[config.mk]
export PLATFORM = sky130hd
export DESIGN_NAME = pp_fetch_unit
export DESIGN_NICKNAME = d
export VERILOG_FILES = /design/src/rtl/pp_pkg.sv /design/src/rtl/pp_fifo.sv /design/src/rtl/pp_fetch_unit.sv
export SDC_FILE = /design/constraint.sdc
export NUM_CORES = 1
export LEC_CHECK = 0
export BUFFER_PORTS_ARGS = -buffer_cell sky130_fd_sc_hd__buf_4
export CAP_MARGIN = 20
export CORE_UTILIZATION = 60
export CTS_BUF_LIST = sky130_fd_sc_hd__clkbuf_16
export DETAILED_ROUTE_END_ITERATION = 10
export PLACE_DENSITY = 0.9
export SLEW_MARGIN = 20
export SYNTH_ARGS = -nofsm -noshare
export SYNTH_HDL_FRONTEND = slang
export SYNTH_SLANG_ARGS = --single-unit
[constraint.sdc]
create_clock -name clk -period 8.8 [get_ports clk]
set_input_delay 0.88 -clock clk [delete_from_list [all_inputs] [get_ports clk]]
set_output_delay 0.88 -clock clk [all_outputs]
set_load 0.005 [all_outputs]
[src/rtl/pp_pkg.sv]
// Shared definitions for the pipelined RV32 fetch front end: constants, FSM
// encoding and small PC helpers.
package pp_pkg;

   localparam logic [31:0] NOP              = 32'h0000_0013;
   localparam logic [31:0] DEFAULT_RESET_PC = 32'h0000_0000;

   typedef enum logic [1:0] {
      S_IDLE = 2'd0,
      S_WAIT = 2'd1,
      S_DROP = 2'd2
   } fetch_state_t;

   function automatic logic [31:0] pc_inc(input logic [31:0] pc);
      return pc + 32'd4;
   endfunction

   function automatic logic [31:0] word_align(input logic [31:0] addr);
      return addr & 32'hFFFF_FFFC;
   endfunction

endpackage

[src/rtl/pp_fifo.sv]
// Synchronous prefetch FIFO with push/pop/flush; flush empties it in one edge
// and wins over any push or pop in the same cycle.
module pp_fifo #(
   parameter int WIDTH = 64,
   parameter int DEPTH = 2
) (
   input  logic                     clk,
   input  logic                     rst,
   input  logic                     i_push,
   input  logic                     i_pop,
   input  logic                     i_flush,
   input  logic [WIDTH-1:0]         i_wdata,
   output logic [WIDTH-1:0]         o_rdata,
   output logic [$clog2(DEPTH):0]   o_count,
   output logic                     o_empty,
   output logic                     o_full
);

   localparam int AW = $clog2(DEPTH);
   localparam logic [AW:0] DEPTH_C = (AW+1)'(DEPTH);

   logic [WIDTH-1:0] r_mem [DEPTH];
   logic [AW-1:0]    r_wr_ptr;
   logic [AW-1:0]    r_rd_ptr;
   logic [AW:0]      r_count;
   logic             w_do_push;
   logic             w_do_pop;

   assign o_empty   = (r_count == '0);
   assign o_full    = (r_count == DEPTH_C);
   assign o_count   = r_count;
   assign o_rdata   = r_mem[r_rd_ptr];
   assign w_do_pop  = i_pop & ~o_empty;
   assign w_do_push = i_push & (~o_full | w_do_pop);

   always_ff @(posedge clk) begin
      if (rst || i_flush) begin
         r_wr_ptr <= '0;
         r_rd_ptr <= '0;
         r_count  <= '0;
      end else begin
         if (w_do_push) r_wr_ptr <= r_wr_ptr + 1'b1;
         if (w_do_pop)  r_rd_ptr <= r_rd_ptr + 1'b1;
         case ({w_do_push, w_do_pop})
            2'b10:   r_count <= r_count + 1'b1;
            2'b01:   r_count <= r_count - 1'b1;
            default: r_count <= r_count;
         endcase
      end
   end

   // Storage carries no reset; validity is tracked by the pointers and count.
   always_ff @(posedge clk) begin
      if (w_do_push) r_mem[r_wr_ptr] <= i_wdata;
   end

endmodule

[src/rtl/pp_fetch_unit.sv]
// Instruction-fetch front end: fetch PC, single-outstanding I-mem request FSM
// and a prefetch FIFO of {pc, instr} pairs feeding IF/ID.
module pp_fetch_unit
   import pp_pkg::*;
#(
   parameter logic [31:0] RESET_PC = DEFAULT_RESET_PC,
   parameter int          DEPTH    = 2
) (
   input  logic        clk,
   input  logic        rst,
   output logic        imem_req,
   output logic [31:0] imem_addr,
   input  logic        imem_ack,
   input  logic [31:0] imem_rdata,
   input  logic        redirect,
   input  logic [31:0] redirect_pc,
   output logic        out_valid,
   input  logic        out_ready,
   output logic [31:0] out_instr,
   output logic [31:0] out_pc
);

   localparam int CW = $clog2(DEPTH) + 1;
   localparam logic [CW-1:0] DEPTH_C = CW'(DEPTH);

   fetch_state_t   r_state;
   fetch_state_t   w_state_nxt;
   logic [31:0]    r_fpc;
   logic [31:0]    r_req_pc;
   logic [31:0]    w_fpc_nxt;
   logic [31:0]    w_req_pc_nxt;
   logic           w_push;
   logic           w_pop;
   logic [CW-1:0]  w_count;
   logic [CW-1:0]  w_count_after;
   logic           w_empty;
   logic           w_full;
   logic [63:0]    w_head;
   logic [31:0]    w_redir_pc;

   assign w_redir_pc    = word_align(redirect_pc);
   assign w_pop         = ~w_empty & out_ready;
   assign w_count_after = w_count + CW'(1) - CW'(w_pop);

   pp_fifo #(
      .WIDTH (64),
      .DEPTH (DEPTH)
   ) u_fifo (
      .clk     (clk),
      .rst     (rst),
      .i_push  (w_push),
      .i_pop   (w_pop),
      .i_flush (redirect),
      .i_wdata ({r_req_pc, imem_rdata}),
      .o_rdata (w_head),
      .o_count (w_count),
      .o_empty (w_empty),
      .o_full  (w_full)
   );

   always_comb begin
      w_state_nxt  = r_state;
      w_fpc_nxt    = r_fpc;
      w_req_pc_nxt = r_req_pc;
      w_push       = 1'b0;
      case (r_state)
         S_IDLE: begin
            if (redirect) begin
               w_fpc_nxt = w_redir_pc;
            end else if (!w_full) begin
               w_state_nxt  = S_WAIT;
               w_req_pc_nxt = r_fpc;
            end
         end
         S_WAIT: begin
            if (redirect) begin
               w_fpc_nxt   = w_redir_pc;
               w_state_nxt = imem_ack ? S_IDLE : S_DROP;
            end else if (imem_ack) begin
               w_push    = 1'b1;
               w_fpc_nxt = pc_inc(r_fpc);
               // Issue back-to-back only if a slot remains after this push/pop.
               if (w_count_after < DEPTH_C) begin
                  w_req_pc_nxt = pc_inc(r_fpc);
               end else begin
                  w_state_nxt = S_IDLE;
               end
            end
         end
         S_DROP: begin
            if (redirect) w_fpc_nxt = w_redir_pc;
            if (imem_ack) w_state_nxt = S_IDLE;
         end
         default: w_state_nxt = S_IDLE;
      endcase
   end

   always_ff @(posedge clk) begin
      if (rst) begin
         r_state <= S_IDLE;
         r_fpc   <= RESET_PC;
      end else begin
         r_state <= w_state_nxt;
         r_fpc   <= w_fpc_nxt;
      end
   end

   always_ff @(posedge clk) begin
      r_req_pc <= w_req_pc_nxt;
   end

   assign imem_req  = (r_state != S_IDLE);
   assign imem_addr = imem_req ? r_req_pc : 32'h0;
   assign out_valid = ~w_empty;
   assign out_instr = out_valid ? w_head[31:0]  : NOP;
   assign out_pc    = out_valid ? w_head[63:32] : 32'h0;

endmodule

**Word-level counts from Yosys, hierarchy flattened**

Memory sizes are Yosys's and may differ from the RTL's. A register that Yosys moved wholly into a read port is not among the register bits.
Cells that the tools add are included.
W data, S select, Z words.

- Memory bits (writable): 128
- Output and inout bits: 98
- Register bits after elaboration: 70
- Bits of input ports: 69
- Memories: 1
- Logic and storage cells: 74

Memories:

| memory | words | width | rd ports | clocked after memory_dff | write ports | line | text |
|---|---|---|---|---|---|---|---|
| u_fifo.r_mem | 2 | 64 | 1 | 1 | 1 | pp_fifo.sv:22 | `logic [WIDTH-1:0] r_mem [DEPTH];` |

- Mux-type cells: 29
- Bitwise logic cells: 6
- Magnitude comparators: 1
- $add $sub $neg: 6
- Equality and inequality tests: 14
- Reduce and logical (&&, ||, !) cells: 11

Operators by type and width:

| operator | count |
|---|---|
| $mux W32 | 11 |
| $pmux W32 S2 | 2 |
| $add A32 B3 Y32 const B | 1 |
| $mux W2 | 7 |
| $ne A2 B2 Y1 const B | 6 |
| $reduce_bool A2 Y1 | 4 |
| $mux W1 | 7 |
| $eq A2 B2 Y1 const B | 3 |
| $ne A3 B3 Y1 const B | 2 |
| $pmux W2 S3 | 1 |
| $reduce_and A6 Y1 | 1 |
| $reduce_and A5 Y1 | 1 |
| $eq A2 B1 Y1 const B | 2 |
| $logic_not A2 Y1 | 2 |
| $pmux W2 S2 | 1 |
| $and A1 B1 Y1 | 3 |
| $reduce_and A3 Y1 | 1 |
| $add A1 B1 Y1 const B | 2 |
| $add A2 B1 Y2 const B | 1 |
| $lt A2 B2 Y1 const B | 1 |
| $ne A2 B1 Y1 const B | 1 |
| $not A1 Y1 | 2 |
| $reduce_or A2 Y1 | 1 |
| $sub A2 B1 Y2 | 1 |
| 3 further kinds | 3 |

**Logic depth before layout (Yosys ltp)**

- Word-level depth: 9
- Depth in mapped cells: 11
- Depth with buffers taken out: 10

**By module**

From an unflattened synthesis, not the netlist that was laid out.

- Cells, all modules: 744
- Area, all modules: 9220.1 µm²

By module, submodules not included:

| module | seq. area each (µm²) | instances | cells each | area each (µm²) |
|---|---|---|---|---|
| pp_fifo | 3943.8 | 1 | 231 | 4897.2 |
| pp_fetch_unit | 1541.5 | 1 | 513 | 4322.9 |

**Least setup slack after synthesis**

Ideal clock, no wire load.

- Path kind: input to register
- Start point: in redirect
- End point: mem u_fifo.r_mem[0][0], enable pin
- Stages: 5
- Arrival: 4224 ps
- Data required time: 8318 ps
- Path buffers: 1
- Library setup time: 482 ps
- Slack: 4094 ps
- Cell sequence: nand4bb_1 > clkbuf_1 > a21oi_1 > inv_1 > nor2_1

- Longest elaborated chain between the ends: 5

Ends and longest elaborated chain:

| what | line | text |
|---|---|---|
| from (decl) | pp_fetch_unit.sv:15 | `input logic redirect,` |
| $mux W1 | pp_fetch_unit.sv:76 | `if (redirect) begin` |
| $mux W1 | pp_fetch_unit.sv:66 | `case (r_state)` |
| $and A1 B1 Y1 | pp_fifo.sv:34 | `assign w_do_push = i_push & (~o_full \| w_do_pop);` |
| $mux W1 | pp_fifo.sv:54 | `if (w_do_push) r_mem[r_wr_ptr] <= i_wdata;` |
| $mux W1 (implied by the code) | pp_fifo.sv:54 |  |
| to (decl) | pp_fifo.sv:22 |  |

Every way passes these cells.

**Worst setup path in the final report**

- Start point: in redirect
- End point: mem u_fifo.r_mem[0][53], enable pin

Same word-level chain as after synthesis.

==> impl_summary.log <==
INFO  metric hp-class = register to register
INFO  metric design.core.area = 14040 um2
INFO  metric finalHoldViolations = 0
INFO  metric groute.usage.overall = 27.45%
INFO  metric power_density = ~190 nW/um2
INFO  metric timing.final.setup_violations = 0
INFO  metric initialDrtViolationCount = 707
INFO  metric rsz0062_at_grt = false
INFO  metric global_route.overflow_total = 0
INFO  metric synth-seq-cells = 191
INFO  metric maximum_number_of_pins_on_one_net_before_global_route_repair = 63
INFO  metric synth_top_cell_area_share = 53.13%
INFO  metric hold_buffers = 0
INFO  metric viasPerCell = between 5 and 6
INFO  metric most_numerous_cell_in_the_yosys_netlist = sky130_fd_sc_hd__edfxtp_1
INFO  metric crit_top_cell = sky130_fd_sc_hd__buf_4
INFO  metric synth_area_per_cell = 11.75 um2
INFO  metric initial_core_util = 61.98%
INFO  metric final.setup.tns = 0 ps
INFO  metric worstSkewPairLatency = 430 ps
INFO  metric irDropWorstVdd = approximately 0.13 mV
INFO  metric setup.worst_path.end_class = register
INFO  metric clock_sinks = approximately 190
INFO  metric critical_path_endpoint = u_fifo.r_mem[0][53]
INFO  metric drv.max_cap_violation_count = 0
INFO  metric critical-path-max-stage-delay = 680 ps
INFO  metric floorplan.io_pins = 167
INFO  metric clkTransAtPathRegs = 60 ps
INFO  metric cts.repair_timing.setup_buffer_count = 0
INFO  metric gp_routability_congestion = 0.9320
INFO  metric tritoncts_clock_tree = built
INFO  metric die-width = ~120 um
INFO  metric yosys-top-cells-area = sky130_fd_sc_hd__edfxtp_1 53%, sky130_fd_sc_hd__dfxtp_1 8.5%, sky130_fd_sc_hd__mux2i_1 7.4%
INFO  metric outcome = complete, no violations
INFO  metric synth.cell_area = 8703 um2
INFO  metric ff2ff_path_depth = 5
INFO  metric drcViolationCount = 0
INFO  metric numCtsBuffers = 17
INFO  metric critical_path.startpoint = redirect
INFO  metric port-buffer-count = 160
INFO  metric ys.flop_type = sky130_fd_sc_hd__edfxtp_1
INFO  metric first_global_vias = 6112
INFO  metric layout.core_utilization = 75.45%
INFO  metric vias = 6329
INFO  metric dp_hpwl = 12590 um
INFO  metric synth.yosys.seq_area_share = 61.64%
INFO  metric worstReg2RegEnd = u_fifo.r_mem[0][53]
INFO  metric crit_type = input pin to register
INFO  metric synth_edf_count = 154
INFO  metric timing.critical_path.slowest_stage_cell = sky130_fd_sc_hd__nand4bb_1
INFO  metric cts-resized-gates = 0
INFO  metric worst-r2r-setup-slack = 5790 ps
INFO  metric regToRegStartpoint = r_state[0]
INFO  metric grt_pass1_wl = 30970 um
INFO  metric detail_route.first_pass.iterations = 5
INFO  metric finClkSkew = roughly 11 ps
INFO  metric floorplan.rows = 43
INFO  metric required = 8850 ps
INFO  metric timing.critical_path.arrival = 3180 ps
INFO  metric die_area = 14990 um2
INFO  metric cts-htree-levels = 4
INFO  metric p_leak = 0.003837 uW
INFO  metric antenna_violating_nets_post_route = 0
INFO  metric timing.max_slew.rel_slack = about a quarter
INFO  metric grt_antenna_before_repair = 0
INFO  metric finish.net_count = around 950
INFO  metric path_cells = buf_4 > nand4bb_1 > a21oi_1 > inv_1 > nor2_4 > buf_4
INFO  metric clockBufferDepth = 2
INFO  metric antenna_cells = 0
INFO  metric worstPathMaxFanout = 62
INFO  metric fin_crit_sh = between 30% and 40%
INFO  metric netlist_instances = 741
INFO  metric netlist.top_cell.by_area = sky130_fd_sc_hd__edfxtp_1
INFO  metric crit_path_start_kind = input pin
INFO  metric synth.distinct_cells = 64
INFO  metric overall_routed_net_length = 19800 um
INFO  metric fin_hold_ws = 474.1 ps
INFO  metric route.detailed.wl_per_inst = 18.54 um
INFO  metric clockRootBuffer = sky130_fd_sc_hd__clkbuf_16
INFO  metric finalWorstPathRequiredPeriod = 3127 ps
INFO  metric die-height = 122.4 um
INFO  metric n_fill_cell = 886
INFO  metric yosys-top-cells-count = 154 x sky130_fd_sc_hd__edfxtp_1, 100 x sky130_fd_sc_hd__nor2_1, 64 x sky130_fd_sc_hd__mux2i_1, 58 x sky130_fd_sc_hd__nand2_1, 37 x sky130_fd_sc_hd__dfxtp_1
INFO  metric drive_gt1_share = ~25%
INFO  metric timing.fmax = between 300 and 400 MHz
INFO  metric synth_async_sr_flop_share = 0%
INFO  metric yosysWarningCount = 0
INFO  metric tightest_pin_transition = 1103 ps
INFO  metric area_delta_synth_final = 21.74%
INFO  metric slew_viol_final = 0
layout by cell type, fill, tap and decap left out, types with 5 or more instances in the layout:
cell type                   synthesis  routed
sky130_fd_sc_hd__nor4_1             8       8
sky130_fd_sc_hd__inv_1             12      13
sky130_fd_sc_hd__xnor2_1           17      17
sky130_fd_sc_hd__o21ai_0           15      15
sky130_fd_sc_hd__a21oi_1           30      30
sky130_fd_sc_hd__dfxtp_1           37      36
sky130_fd_sc_hd__xor2_1            17      17
sky130_fd_sc_hd__buf_4              4     167
sky130_fd_sc_hd__nor2_1           100      98
sky130_fd_sc_hd__mux2_2             5       5
sky130_fd_sc_hd__nor2b_1           33      33
sky130_fd_sc_hd__nand4_1            6       6
sky130_fd_sc_hd__a31oi_1            7       7
sky130_fd_sc_hd__or4_1              6       6
sky130_fd_sc_hd__or3_1              5       5
sky130_fd_sc_hd__nand2_1           58      58
sky130_fd_sc_hd__clkbuf_16          0      17
sky130_fd_sc_hd__and3_1             5       5
sky130_fd_sc_hd__a32oi_1            5       5
sky130_fd_sc_hd__edfxtp_1         154     154
sky130_fd_sc_hd__nor3_1            17      16
sky130_fd_sc_hd__mux2i_1           64      64
sky130_fd_sc_hd__nand3_1           21      21
sequential cells by signal (all words and copies together) (netlist names), named ones only:
register         flops
u_fifo.r_rd_ptr      1
u_fifo.r_mem       124
r_fpc               30
r_req_pc            30
u_fifo.r_wr_ptr      1
r_state              2
u_fifo.o_count       2
critical path, delay by kind of cell:
family / cells / cell delay, ps
buffers and inverters: 3 / 1020
AND/OR/NAND/NOR: 2 / 770
AO/OA/AOI/OAI: 1 / 470
power by group:
part / switching, uW / internal, uW / leakage (uW)
Clock: 325 / 475 / 0.000301
Combinational: 74.5 / 69.9 / 0.00181
Sequential: 30.8 / 1010 / 0.00173
Total: 430 / 1550 / 0.00384
stage by stage:
| step | instances | instance area, um2 | worst slack (ps) | total power [uW] |
|---|---|---|---|---|
| floorplan | 744 | 8715 | 4094 | 1127 |
| global placement | 1036 | 9972 | 5348 | 1191 |
| detailed placement | 1036 | 9972 | 5281 | 1198 |
| CTS | 1068 | 10590 | 5739 | 1991 |
| global route | 1068 | 10600 | 5553 | 2042 |
| finish | 1068 | 10600 | 5673 | 1983 |
area by class of cell:
class | count | area [um2] | share of cell area, %
Clock inverter | 15 | 191.4 | 1.807
Sequential cell | 191 | 5369 | 50.67
Timing Repair Buffer | 167 | 1254 | 11.83
Inverter | 12 | 45.04 | 0.4251
Multi-Input combinational cell | 486 | 3085 | 29.12
Clock buffer | 17 | 425.4 | 4.015
Tap cell | 180 | 225.2 | 2.126
per-layer routing:
layer / vias up / global-route usage [%] / share of wire [%]
li1: 2937 / - / -
met1: 2995 / 34.61 / 38
met2: 346 / 44.98 / 50
met3: 51 / 7.110 / 9.1
met4: 0 / 11.51 / 2.4
met5: - / 0 / 0
worst min-delay path by stage:
stage          depth (start not counted)                   to    startpoint
2_1_floorplan                          0  u_fifo.r_mem[0][34]   r_req_pc[2]
3_3_place_gp                           0  u_fifo.r_mem[0][52]  r_req_pc[20]
3_5_place_dp                           0  u_fifo.r_mem[0][34]   r_req_pc[2]
4_1_cts                                0  u_fifo.r_mem[0][59]  r_req_pc[27]
5_1_grt                                0  u_fifo.r_mem[1][42]  r_req_pc[10]
6_report                               0  u_fifo.r_mem[1][63]  r_req_pc[31]
kinds of logic (layout without fill, tap and decap cells):
kind of cell | Yosys count | in the layout | synth area share [%]
multiplexers | 69 | 69 | 8.007
buffers and inverters | 67 | 211 | 3.321
AND/OR/NAND/NOR | 288 | 288 | 16.59
adder cells (fa/ha/maj) | 4 | 4 | 0.5751
flip-flops | 191 | 191 | 61.64
other | 1 | 4 | 0.04309
XOR/XNOR | 34 | 34 | 3.421
AO/OA/AOI/OAI | 87 | 87 | 6.398
(Power assumes the default switching activity.)
